==> src/rtl/hazard_ctrl_if.sv <==
// Control bundle between the pipeline datapath and the hazard/flow controller.
// The datapath drives hazard sources through master; the controller drives stage controls through slave.
interface hazard_ctrl_if #(
  parameter int unsigned CNT_W = 32
);
  logic [4:0]       id_rs;
  logic [4:0]       id_rt;
  logic             id_uses_rs;
  logic             id_uses_rt;
  logic             id_jump;
  logic             id_halt;
  logic             ex_dmemread;
  logic [4:0]       ex_regwtaddr;
  logic             ex_branch_taken;
  logic             dmem_wait;
  logic             pc_en;
  logic             ifid_en;
  logic             ifid_flush;
  logic             idex_en;
  logic             idex_flush;
  logic             exmem_en;
  logic             halted;
  logic [CNT_W-1:0] stall_cnt;
  logic [CNT_W-1:0] flush_cnt;

  modport master (
    output id_rs, id_rt, id_uses_rs, id_uses_rt, id_jump, id_halt,
           ex_dmemread, ex_regwtaddr, ex_branch_taken, dmem_wait,
    input  pc_en, ifid_en, ifid_flush, idex_en, idex_flush, exmem_en,
           halted, stall_cnt, flush_cnt
  );

  modport slave (
    input  id_rs, id_rt, id_uses_rs, id_uses_rt, id_jump, id_halt,
           ex_dmemread, ex_regwtaddr, ex_branch_taken, dmem_wait,
    output pc_en, ifid_en, ifid_flush, idex_en, idex_flush, exmem_en,
           halted, stall_cnt, flush_cnt
  );
endinterface

==> src/rtl/hazard_ctrl.sv <==
// Hazard and flow controller for the 5-stage pipeline: Mealy stage enables/flushes,
// post-reset flush sequencing, halt drain and saturating stall/flush statistics.
module hazard_ctrl #(
  parameter int unsigned STARTUP_CYCLES = 2,
  parameter int unsigned CNT_W          = 32
) (
  input logic         clk,
  input logic         rst,
  hazard_ctrl_if.slave bus
);
  localparam int unsigned SU_W = (STARTUP_CYCLES > 1) ? $clog2(STARTUP_CYCLES) : 1;

  typedef enum logic [1:0] {INIT, RUN, HALT} state_t;

  state_t           state, next_state;
  logic [SU_W-1:0]  su_cnt, su_next;
  logic [CNT_W-1:0] stall_cnt, flush_cnt;
  logic             stall_inc, flush_inc;
  logic             load_use;
  logic             pc_en, ifid_en, ifid_flush, idex_en, idex_flush, exmem_en;

  // Load in EX writes a register the ID instruction reads; r0 never creates a dependency.
  assign load_use = bus.ex_dmemread && (bus.ex_regwtaddr != 5'd0) &&
                    ((bus.id_uses_rs && (bus.id_rs == bus.ex_regwtaddr)) ||
                     (bus.id_uses_rt && (bus.id_rt == bus.ex_regwtaddr)));

  always_ff @(posedge clk or posedge rst) begin
    if (rst) begin
      state     <= INIT;
      su_cnt    <= SU_W'(STARTUP_CYCLES - 1);
      stall_cnt <= '0;
      flush_cnt <= '0;
    end else begin
      state  <= next_state;
      su_cnt <= su_next;
      if (stall_inc && (stall_cnt != '1)) stall_cnt <= stall_cnt + CNT_W'(1);
      if (flush_inc && (flush_cnt != '1)) flush_cnt <= flush_cnt + CNT_W'(1);
    end
  end

  always_comb begin
    next_state = state;
    su_next    = su_cnt;
    pc_en      = 1'b0;
    ifid_en    = 1'b0;
    ifid_flush = 1'b0;
    idex_en    = 1'b0;
    idex_flush = 1'b0;
    exmem_en   = 1'b1;
    stall_inc  = 1'b0;
    flush_inc  = 1'b0;
    case (state)
      INIT: begin
        ifid_flush = 1'b1;
        idex_flush = 1'b1;
        if (su_cnt == '0) next_state = RUN;
        else              su_next    = su_cnt - SU_W'(1);
      end
      RUN: begin
        if (bus.dmem_wait) begin
          exmem_en = 1'b0;
        end else if (bus.ex_branch_taken) begin
          pc_en      = 1'b1;
          ifid_en    = 1'b1;
          idex_en    = 1'b1;
          ifid_flush = 1'b1;
          idex_flush = 1'b1;
          flush_inc  = 1'b1;
        end else if (load_use) begin
          // Hold PC and IF/ID, inject a bubble into EX; a coincident jump/halt waits.
          idex_en    = 1'b1;
          idex_flush = 1'b1;
          stall_inc  = 1'b1;
        end else if (bus.id_halt) begin
          idex_en    = 1'b1;
          ifid_flush = 1'b1;
          next_state = HALT;
        end else if (bus.id_jump) begin
          pc_en      = 1'b1;
          ifid_en    = 1'b1;
          idex_en    = 1'b1;
          ifid_flush = 1'b1;
          flush_inc  = 1'b1;
        end else begin
          pc_en   = 1'b1;
          ifid_en = 1'b1;
          idex_en = 1'b1;
        end
      end
      HALT: begin
        ifid_flush = 1'b1;
        idex_flush = 1'b1;
        exmem_en   = !bus.dmem_wait;
      end
      default: next_state = INIT;
    endcase
  end

  assign bus.pc_en      = pc_en;
  assign bus.ifid_en    = ifid_en;
  assign bus.ifid_flush = ifid_flush;
  assign bus.idex_en    = idex_en;
  assign bus.idex_flush = idex_flush;
  assign bus.exmem_en   = exmem_en;
  assign bus.halted     = (state == HALT);
  assign bus.stall_cnt  = stall_cnt;
  assign bus.flush_cnt  = flush_cnt;
endmodule

==> src/flat_wrapper.sv <==
// flat-port wrapper written by rule: the top's interface ports become plain ports
module hazard_ctrl_flat 
#(
  parameter int unsigned STARTUP_CYCLES = 2,
  parameter int unsigned CNT_W          = 32
)
  (clk, rst, bus_id_rs, bus_id_rt, bus_id_uses_rs, bus_id_uses_rt, bus_id_jump, bus_id_halt, bus_ex_dmemread, bus_ex_regwtaddr, bus_ex_branch_taken, bus_dmem_wait, bus_pc_en, bus_ifid_en, bus_ifid_flush, bus_idex_en, bus_idex_flush, bus_exmem_en, bus_halted, bus_stall_cnt, bus_flush_cnt);
  hazard_ctrl_if #(.CNT_W(CNT_W)) bus_i ();
  input logic clk;
  input logic rst;
  input wire logic [$bits(bus_i.id_rs)-1:0] bus_id_rs;
  input wire logic [$bits(bus_i.id_rt)-1:0] bus_id_rt;
  input wire logic [$bits(bus_i.id_uses_rs)-1:0] bus_id_uses_rs;
  input wire logic [$bits(bus_i.id_uses_rt)-1:0] bus_id_uses_rt;
  input wire logic [$bits(bus_i.id_jump)-1:0] bus_id_jump;
  input wire logic [$bits(bus_i.id_halt)-1:0] bus_id_halt;
  input wire logic [$bits(bus_i.ex_dmemread)-1:0] bus_ex_dmemread;
  input wire logic [$bits(bus_i.ex_regwtaddr)-1:0] bus_ex_regwtaddr;
  input wire logic [$bits(bus_i.ex_branch_taken)-1:0] bus_ex_branch_taken;
  input wire logic [$bits(bus_i.dmem_wait)-1:0] bus_dmem_wait;
  output wire logic [$bits(bus_i.pc_en)-1:0] bus_pc_en;
  output wire logic [$bits(bus_i.ifid_en)-1:0] bus_ifid_en;
  output wire logic [$bits(bus_i.ifid_flush)-1:0] bus_ifid_flush;
  output wire logic [$bits(bus_i.idex_en)-1:0] bus_idex_en;
  output wire logic [$bits(bus_i.idex_flush)-1:0] bus_idex_flush;
  output wire logic [$bits(bus_i.exmem_en)-1:0] bus_exmem_en;
  output wire logic [$bits(bus_i.halted)-1:0] bus_halted;
  output wire logic [$bits(bus_i.stall_cnt)-1:0] bus_stall_cnt;
  output wire logic [$bits(bus_i.flush_cnt)-1:0] bus_flush_cnt;
  assign bus_i.id_rs = bus_id_rs;
  assign bus_i.id_rt = bus_id_rt;
  assign bus_i.id_uses_rs = bus_id_uses_rs;
  assign bus_i.id_uses_rt = bus_id_uses_rt;
  assign bus_i.id_jump = bus_id_jump;
  assign bus_i.id_halt = bus_id_halt;
  assign bus_i.ex_dmemread = bus_ex_dmemread;
  assign bus_i.ex_regwtaddr = bus_ex_regwtaddr;
  assign bus_i.ex_branch_taken = bus_ex_branch_taken;
  assign bus_i.dmem_wait = bus_dmem_wait;
  assign bus_pc_en = bus_i.pc_en;
  assign bus_ifid_en = bus_i.ifid_en;
  assign bus_ifid_flush = bus_i.ifid_flush;
  assign bus_idex_en = bus_i.idex_en;
  assign bus_idex_flush = bus_i.idex_flush;
  assign bus_exmem_en = bus_i.exmem_en;
  assign bus_halted = bus_i.halted;
  assign bus_stall_cnt = bus_i.stall_cnt;
  assign bus_flush_cnt = bus_i.flush_cnt;
  hazard_ctrl #(.STARTUP_CYCLES(STARTUP_CYCLES), .CNT_W(CNT_W)) u_core (.clk(clk), .rst(rst), .bus(bus_i));
endmodule
==> config.mk <==
export PLATFORM = sky130hd
export DESIGN_NAME = hazard_ctrl_flat
export DESIGN_NICKNAME = d
export VERILOG_FILES = /design/src/rtl/hazard_ctrl_if.sv /design/src/rtl/hazard_ctrl.sv /design/src/flat_wrapper.sv
export SDC_FILE = /design/constraint.sdc
export NUM_CORES = 1
export LEC_CHECK = 0
export CORE_MARGIN = 1.5
export CORE_UTILIZATION = 31
export CTS_CLUSTER_DIAMETER = 100
export DETAILED_ROUTE_END_ITERATION = 12
export GPL_TIMING_DRIVEN = 1
export PLACE_DENSITY = 0.59
export SLEW_MARGIN = 25
export SYNTH_ARGS = -nofsm -noshare
export SYNTH_HDL_FRONTEND = slang
export SYNTH_SLANG_ARGS = --single-unit
==> constraint.sdc <==
create_clock -name clk -period 4.78 [get_ports clk]
set_clock_uncertainty 0.15 [all_clocks]
set_input_delay 1.195 -clock clk [delete_from_list [all_inputs] [get_ports clk]]
set_output_delay 1.195 -clock clk [all_outputs]
set_load 0.02 [all_outputs]
==> results of run 1 <==
## layout make-up
| cell class | instances | area [sq um] | share of cell area [%] |
|---|---|---|---|
| clock inverter | 6 | 88.8 | 1.76 |
| timing repair buffer | 107 | 1040 | 20.6 |
| tap | 140 | 175 | 3.47 |
| multi-input combinational | 255 | 1790 | 35.5 |
| sequential | 67 | 1680 | 33.3 |
| clock buffer | 10 | 239 | 4.74 |
| inverter | 9 | 33.8 | 0.670 |
## worst max-delay path, cell delays in order
cell and delay (ns):
clkdlybuf4s50_1 0.45, buf_4 0.16, xnor2_1 0.15, nand4_1 0.13
o22ai_2 0.25, nand2b_1 0.10, a2111oi_0 0.37, a211oi_1 0.08
dlygate4sd2_1 0.34
## layout by cell type, fill, tap and decap left out, types with 2 or more instances in the layout
cell             count
xnor2_1             59
nand3_1             31
nor2b_1              2
dlygate4sd2_1        2
inv_1                8
nor3_1               8
xor2_1              13
nor4_1               8
nor2_1              11
and4_1               9
bufinv_16            2
dfrtp_1             66
clkbuf_16            9
buf_4               13
o31ai_1              2
mux2_2               2
dlymetal6s2s_1       2
a21oi_1              2
nand4_1             24
clkinvlp_4           2
ha_1                 6
and3_1              23
and2_1               4
a211oi_1             2
o21ai_0              4
clkdlybuf4s50_1     90
nand2_1             22
nand2b_1             3
## worst paths after layout
path | from | to | slack (ns)
hold / removal | u_core.bus.stall_cnt[15] | u_core.bus.stall_cnt[15] | 0.34
min in group asynchronous | rst | u_core.bus.stall_cnt[4] | 1.14
setup / recovery | bus_ex_regwtaddr[0] | bus_ifid_flush | 0.22
setup reg to reg | u_core.state[1] | u_core.bus.stall_cnt[15] | 2.17
hold reg to reg | u_core.bus.stall_cnt[15] | u_core.bus.stall_cnt[15] | 0.34
max in group asynchronous | rst | u_core.su_cnt | 2.40
## routing by layer
layer  wire length [um]  GRT usage [%]  share of wire, %
met1               3870           19.5                44
met2               4350           25.7                50
met3                360           3.85               4.1
met4                151           5.57               1.7
met5                  0              0                 0
## power by group through the flow
| stage | combinational [W] | sequential (W) | clock [W] |
|---|---|---|---|
| floorplan | 0.000198 | 0.000673 | 0 |
| finish | 0.000375 | 0.000644 | 0.000722 |
| CTS | 0.000382 | 0.000643 | 0.000740 |
| global route | 0.000409 | 0.000650 | 0.000768 |
| global placement | 0.000388 | 0.000652 | 0 |
| detailed placement | 0.000389 | 0.000653 | 0 |
## per-stage QoR
step / setup WS, ns / setup TNS (ns) / instances
6_report: 0.222 / 0 / 594
5_1_grt: 0.0894 / 0 / 594
4_1_cts: 0.0450 / 0 / 594
3_5_place_dp: -0.0494 / -0.0632 / 578
3_3_place_gp: 0.0190 / 0 / 578
2_1_floorplan: 0.651 / 0 / 338
## what timing repair did
action,4_1_cts,5_1_grt
pin swaps,0,0
setup endpoints to repair,2,2
resized for setup,3,2
setup buffers,0,0
## flip-flops by register name, indices dropped and copies added, names as in the netlist
register,cells
u_core.bus.flush_cnt,32
u_core.su_cnt,1
u_core.state,2
u_core.bus.stall_cnt,32
## logic make-up after synthesis
family / Yosys count / share of synthesized area [%]
and+or+nand+nor: 155 / 24.9
xor gates and xnor gates: 72 / 17.8
DFF: 67 / 47.4
AOI/OAI and AO/OA: 20 / 4.77
buffers and inverters: 16 / 2.33
adders and majority gates: 6 / 2.12
muxes: 2 / 0.636
==> impl_metrics.yaml, run 1 <==
global_route:
  antenna_found_initial: 0
  overflow: 0
  grt_max_degree: 36
  grt_usage_pct: 15.5
  grt_first_pass_wirelength_um: 14400
  grt_pass1_vias: 2897
floorplanning:
  start_util_pct: 32.2
  die_y_um: 110
  die_width_um: 110
  ios: 95
  num_rows: 38
  coreArea_sq_um: 11000
  die_area_sq_um: 12100
power_and_ir_drop:
  comb_power_share_pct: 21.5
  p_per_area_nw_per_um2: 345
  p_leak_nw: 2.15
  p_sw_w: 0.000499
  p_sw_share_pct: 28.6
  power.internal_w: 0.00124
  fin_total_pwr_w: 0.00174
  sequentialPowerShare_pct: 37.0
  ir_drop_uv: 192
  clkPwrFrac_pct: 41.5
layout:
  drive_gt1_share_pct: 9.03
  final_cell_area_sq_um: 5040
  area_growth_pct: 42.5
  nFillCells: 1087
  n_antenna_cell: 0
  utilization_pct: 45.9
  nets: 479
route:
  vias: 2964
  drt_iter0_drc: 82
  avgViaCountPerCell: 4.99
  firstDrtPassIters: 4
  route.detailed.drc: 0
  wl_um: 8730
  wl_per_cell_um: 14.7
  drtAntennaViolNets: 0
setup_path:
  cp.arrival_ns: 3.21
  start_kind: "primary input"
  crit_fanout: 4
  crit_path_end_kind: "primary output"
  cp.required_ns: 3.43
  reg2regPathDepth: 9
  crit_type: "in2out"
sta:
  min_period_over_period_pct: 95.4
  slew_viol_final: 0
  hold_viol_final: 0
  relSlewSlack_pct: 49.3
  fin_hold_ws_ns: 0.345
  fmax_ghz: 0.219
  rsz0062_at_grt: "no"
  tightest_slew_ns: 0.753
  setup_viol: 0
  period_needed_ns: 4.56
clock_tree:
  htree_levels: 3
  cts.sinks: 67
  clock_latency_ns: 0.33
  numCtsBuffers: 9
  cts_max_path_buffers: 2
  clk_pin_slew_ns: 0.05
  cts_tree: "done"
  hold_buffers: 0
  cts-root-buf: "clkbuf_16"
yosys:
  yosys_most_used_dff: "dfrtp_1"
  ys_ff_latch: 67
  synthArstFlopShare_pct: 100
  synth_cells: 338
  synth_most_common_cell: "dfrtp_1"
  yosys_warnings: 0
  yosys-top-cells-area: "dfrtp_1 47%, xnor2_1 15%, nand3_1 4.4%, nand4_1 4.2%, and3_1 4.1%"
  ys_types: 45
  syn_nets: 368
  synth.avg_cell_area_sq_um: 10.5
  yosysTopAreaCell: "dfrtp_1"
  synth_edf_count: 0
  seq_area_frac_synth_pct: 47.4
  synth_common_cells: "66 x dfrtp_1, 59 x xnor2_1, 31 x nand3_1"
  yosysTopAreaCellShare_pct: 46.7
  syn_area_sq_um: 3540
worst_hold_path:
  hold_depth: 1
  hold_path.class: "reg2reg"
flow_run:
  cap_violations: 0
placement:
  post_dp_cell_area_sq_um: 4710
  gp_congestion: 0.774
  dp_hpwl_um: 6580
  io_buffer_count: 94
status:
  outcome: "completed"
Note: power is estimated with default switching activity, not from simulation.
==> run 2: changes to the inputs <==
--- a/config.mk
+++ b/config.mk
@@ -5,11 +5,11 @@
 export SDC_FILE = /design/constraint.sdc
 export NUM_CORES = 1
 export LEC_CHECK = 0
+export CORE_ASPECT_RATIO = 1.25
 export CORE_MARGIN = 1.5
 export CORE_UTILIZATION = 31
 export CTS_CLUSTER_DIAMETER = 100
 export DETAILED_ROUTE_END_ITERATION = 12
-export GPL_TIMING_DRIVEN = 1
 export PLACE_DENSITY = 0.59
 export SLEW_MARGIN = 25
 export SYNTH_ARGS = -nofsm -noshare
==> constraint.sdc (replaced) <==
create_clock -name clk -period 4.2 [get_ports clk]
set_clock_uncertainty 0.15 [all_clocks]
set_input_delay 1.05 -clock clk [delete_from_list [all_inputs] [get_ports clk]]
set_output_delay 1.05 -clock clk [all_outputs]
set_load 0.02 [all_outputs]
==> run 2 against run 1 <==
  * The flow now finishes with violations (DRC)
  * Clock-buffer cell count rose by 3
  * Hold slack worse by 0.0046 ns
  * Non-clock buffer count is 4 higher
  * Global-route usage is 0.25 points lower
  * Cell area grew 1.4%
  * Utilization is essentially flat
  * Sequential share of layout area fell by 0.46 points
  * Via count rose by 0.40%
  * Register-to-register slack got worse by 0.51 ns
  * Clock power up 19%
  * First-iteration DRC count down 4.9%
  * Largest power group unchanged
==> impl_metrics.yaml, run 2 (synthesis results as in run 1) <==
floorplanning:
  start_util_pct: 31.8
  die_y_um: 122
  ios: 95
  coreArea_sq_um: 11100
  die_area_sq_um: 12100
  num_rows: 43
  die_width_um: 98.6
clock_tree:
  cts_tree: "done"
  clock_latency_ns: 0.33
  clk_pin_slew_ns: 0.05
  cts-root-buf: "clkbuf_16"
  cts.sinks: 67
  cts_max_path_buffers: 2
  numCtsBuffers: 9
  htree_levels: 3
sta:
  setup_tns_ns: 0
  slew_viol_final: 0
  relSlewSlack_pct: 49.9
  setup_viol: 0
  hold_viol_final: 0
  fmax_ghz: 0.244
  period_needed_ns: 4.10
  min_period_over_period_pct: 97.7
  tightest_slew_ns: 0.743
setup_path:
  reg2regPathDepth: 9
  cp.required_ns: 3.00
  r2r-end: "u_core.bus.stall_cnt[21]"
  rrSetupSlack_ns: 1.66
  crit_path_end_kind: "primary output"
  crit_type: "in2out"
  crit_fanout: 3
  reg2reg_from: "u_core.state[1]"
  start_kind: "primary input"
  cp.arrival_ns: 2.90
global_route:
  grt_usage_pct: 15.3
  use_met2_pct: 26.3
  grt.busiest_layer: "met2"
  overflow: 0
  grt_max_degree: 36
  use_met3_pct: 3.36
  met1_usage_pct: 18.1
  antenna_found_initial: 0
  grt_pass1_vias: 2945
  grt_first_pass_wirelength_um: 14500
route:
  drt_iter0_drc: 78
  firstDrtPassIters: 10
  avgViaCountPerCell: 5.02
  wl_per_cell_um: 14.8
  vias: 2976
  route.detailed.drc: 4
  drtAntennaViolNets: 0
  wl_um: 8790
placement:
  dp_hpwl_um: 6430
  gp_congestion: 0.833
  dp_cells: 573
  post_dp_cell_area_sq_um: 4720
  io_buffer_count: 94
layout:
  final_cells: 593
  area_growth_pct: 44.5
  regArea_sq_um: 1680
  nFillCells: 1052
  nets: 483
  final_common_cell: "clkdlybuf4s50_1"
  n_antenna_cell: 0
  mostFrequentLayoutCells: "89 x clkdlybuf4s50_1, 66 x dfrtp_1, 58 x xnor2_1"
  multi_input_area_sq_um: 1820
  final_cell_area_sq_um: 5110
  reg.largest.list: "u_core.bus.flush_cnt (32), u_core.bus.stall_cnt (32), u_core.state (2)"
  drive_gt1_share_pct: 11.4
flow_run:
  cap_violations: 0
worst_hold_path:
  hold_end: "u_core.bus.flush_cnt[27]"
  hold_depth: 1
  hold_path.class: "reg2reg"
  min_from: "u_core.bus.flush_cnt[27]"
power_and_ir_drop:
  p_per_area_nw_per_um2: 399
  p_leak_nw: 2.18
  ir_drop_uv: 157
status:
  outcome: "complete, but fails checks"
  violations: "DRC"
run 2: cell types whose count changed in the layout (fill, tap and decap cells not counted), moves of 2 or more:
cell           before  now
buf_4              13   17
clkbuf_2            0    3
clkbuf_8            1    4
dlygate4sd2_1       2    0
run 2: how the worst max path moves through the flow:
stage | from | end | slack [ns] | cells past startpoint
after global routing | bus_ex_regwtaddr[2] | bus_ifid_flush | -0.02 | 9
after detailed placement | bus_ex_regwtaddr[0] | bus_ifid_flush | -0.37 | 7
after floorplan | bus_ex_regwtaddr[0] | bus_ifid_flush | 0.36 | 5
after CTS | bus_ex_regwtaddr[0] | bus_idex_flush | 0.008 | 8
after global placement | bus_ex_regwtaddr[0] | bus_ifid_flush | -0.33 | 7
final | bus_ex_regwtaddr[0] | bus_ifid_flush | 0.1 | 7
run 2: what timing repair did:
action,CTS,global route
pin swaps,1,3
buffers inserted,2,2
resized for setup,12,10
setup endpoints to repair,4,4
hold buffers,0,0
gates cloned,0,0
run 2: layout make-up:
class | instances | area share [%]
Clock inverter | 3 | 1.32
Clock buffer | 13 | 5.48
Multi-Input combinational cell | 255 | 35.6
Timing Repair Buffer | 111 | 20.8
Inverter | 9 | 0.661
Tap cell | 135 | 3.30
Sequential cell | 67 | 32.8
run 2: where the power goes:
group | switching (W) | internal (W)
combinational | 0.000246 | 0.000203
clock | 0.000275 | 0.000584
sequential | 0.0000509 | 0.000682
run 2: metal layers:
metal,wire length [um],part of all wire (%)
met5,0,0
met4,156,1.8
met1,3770,43
met2,4530,52
met3,328,3.7
run 2: worst max-delay path, cell delays in order:
cell             delay [ns]
clkdlybuf4s50_1        0.47
or4_4                  0.57
o21ai_4                0.13
nand2b_1               0.20
a2111oi_4              0.09
a211oi_2               0.22
buf_4                  0.18
run 2: per-stage QoR:
| step | worst slack (ns) | hold slack, ns | total power, W | util [%] |
|---|---|---|---|---|
| global route | -0.0212 | 0.359 | 0.00214 | 45.9 |
| CTS | 0.00771 | 0.345 | 0.00205 | 45.6 |
| floorplan | 0.361 | 0.331 | 0.000992 | - |
| global placement | -0.332 | 0.330 | 0.00119 | 42.4 |
| detailed placement | -0.366 | 0.338 | 0.00119 | 42.4 |
| finish | 0.0972 | 0.340 | 0.00204 | 45.9 |
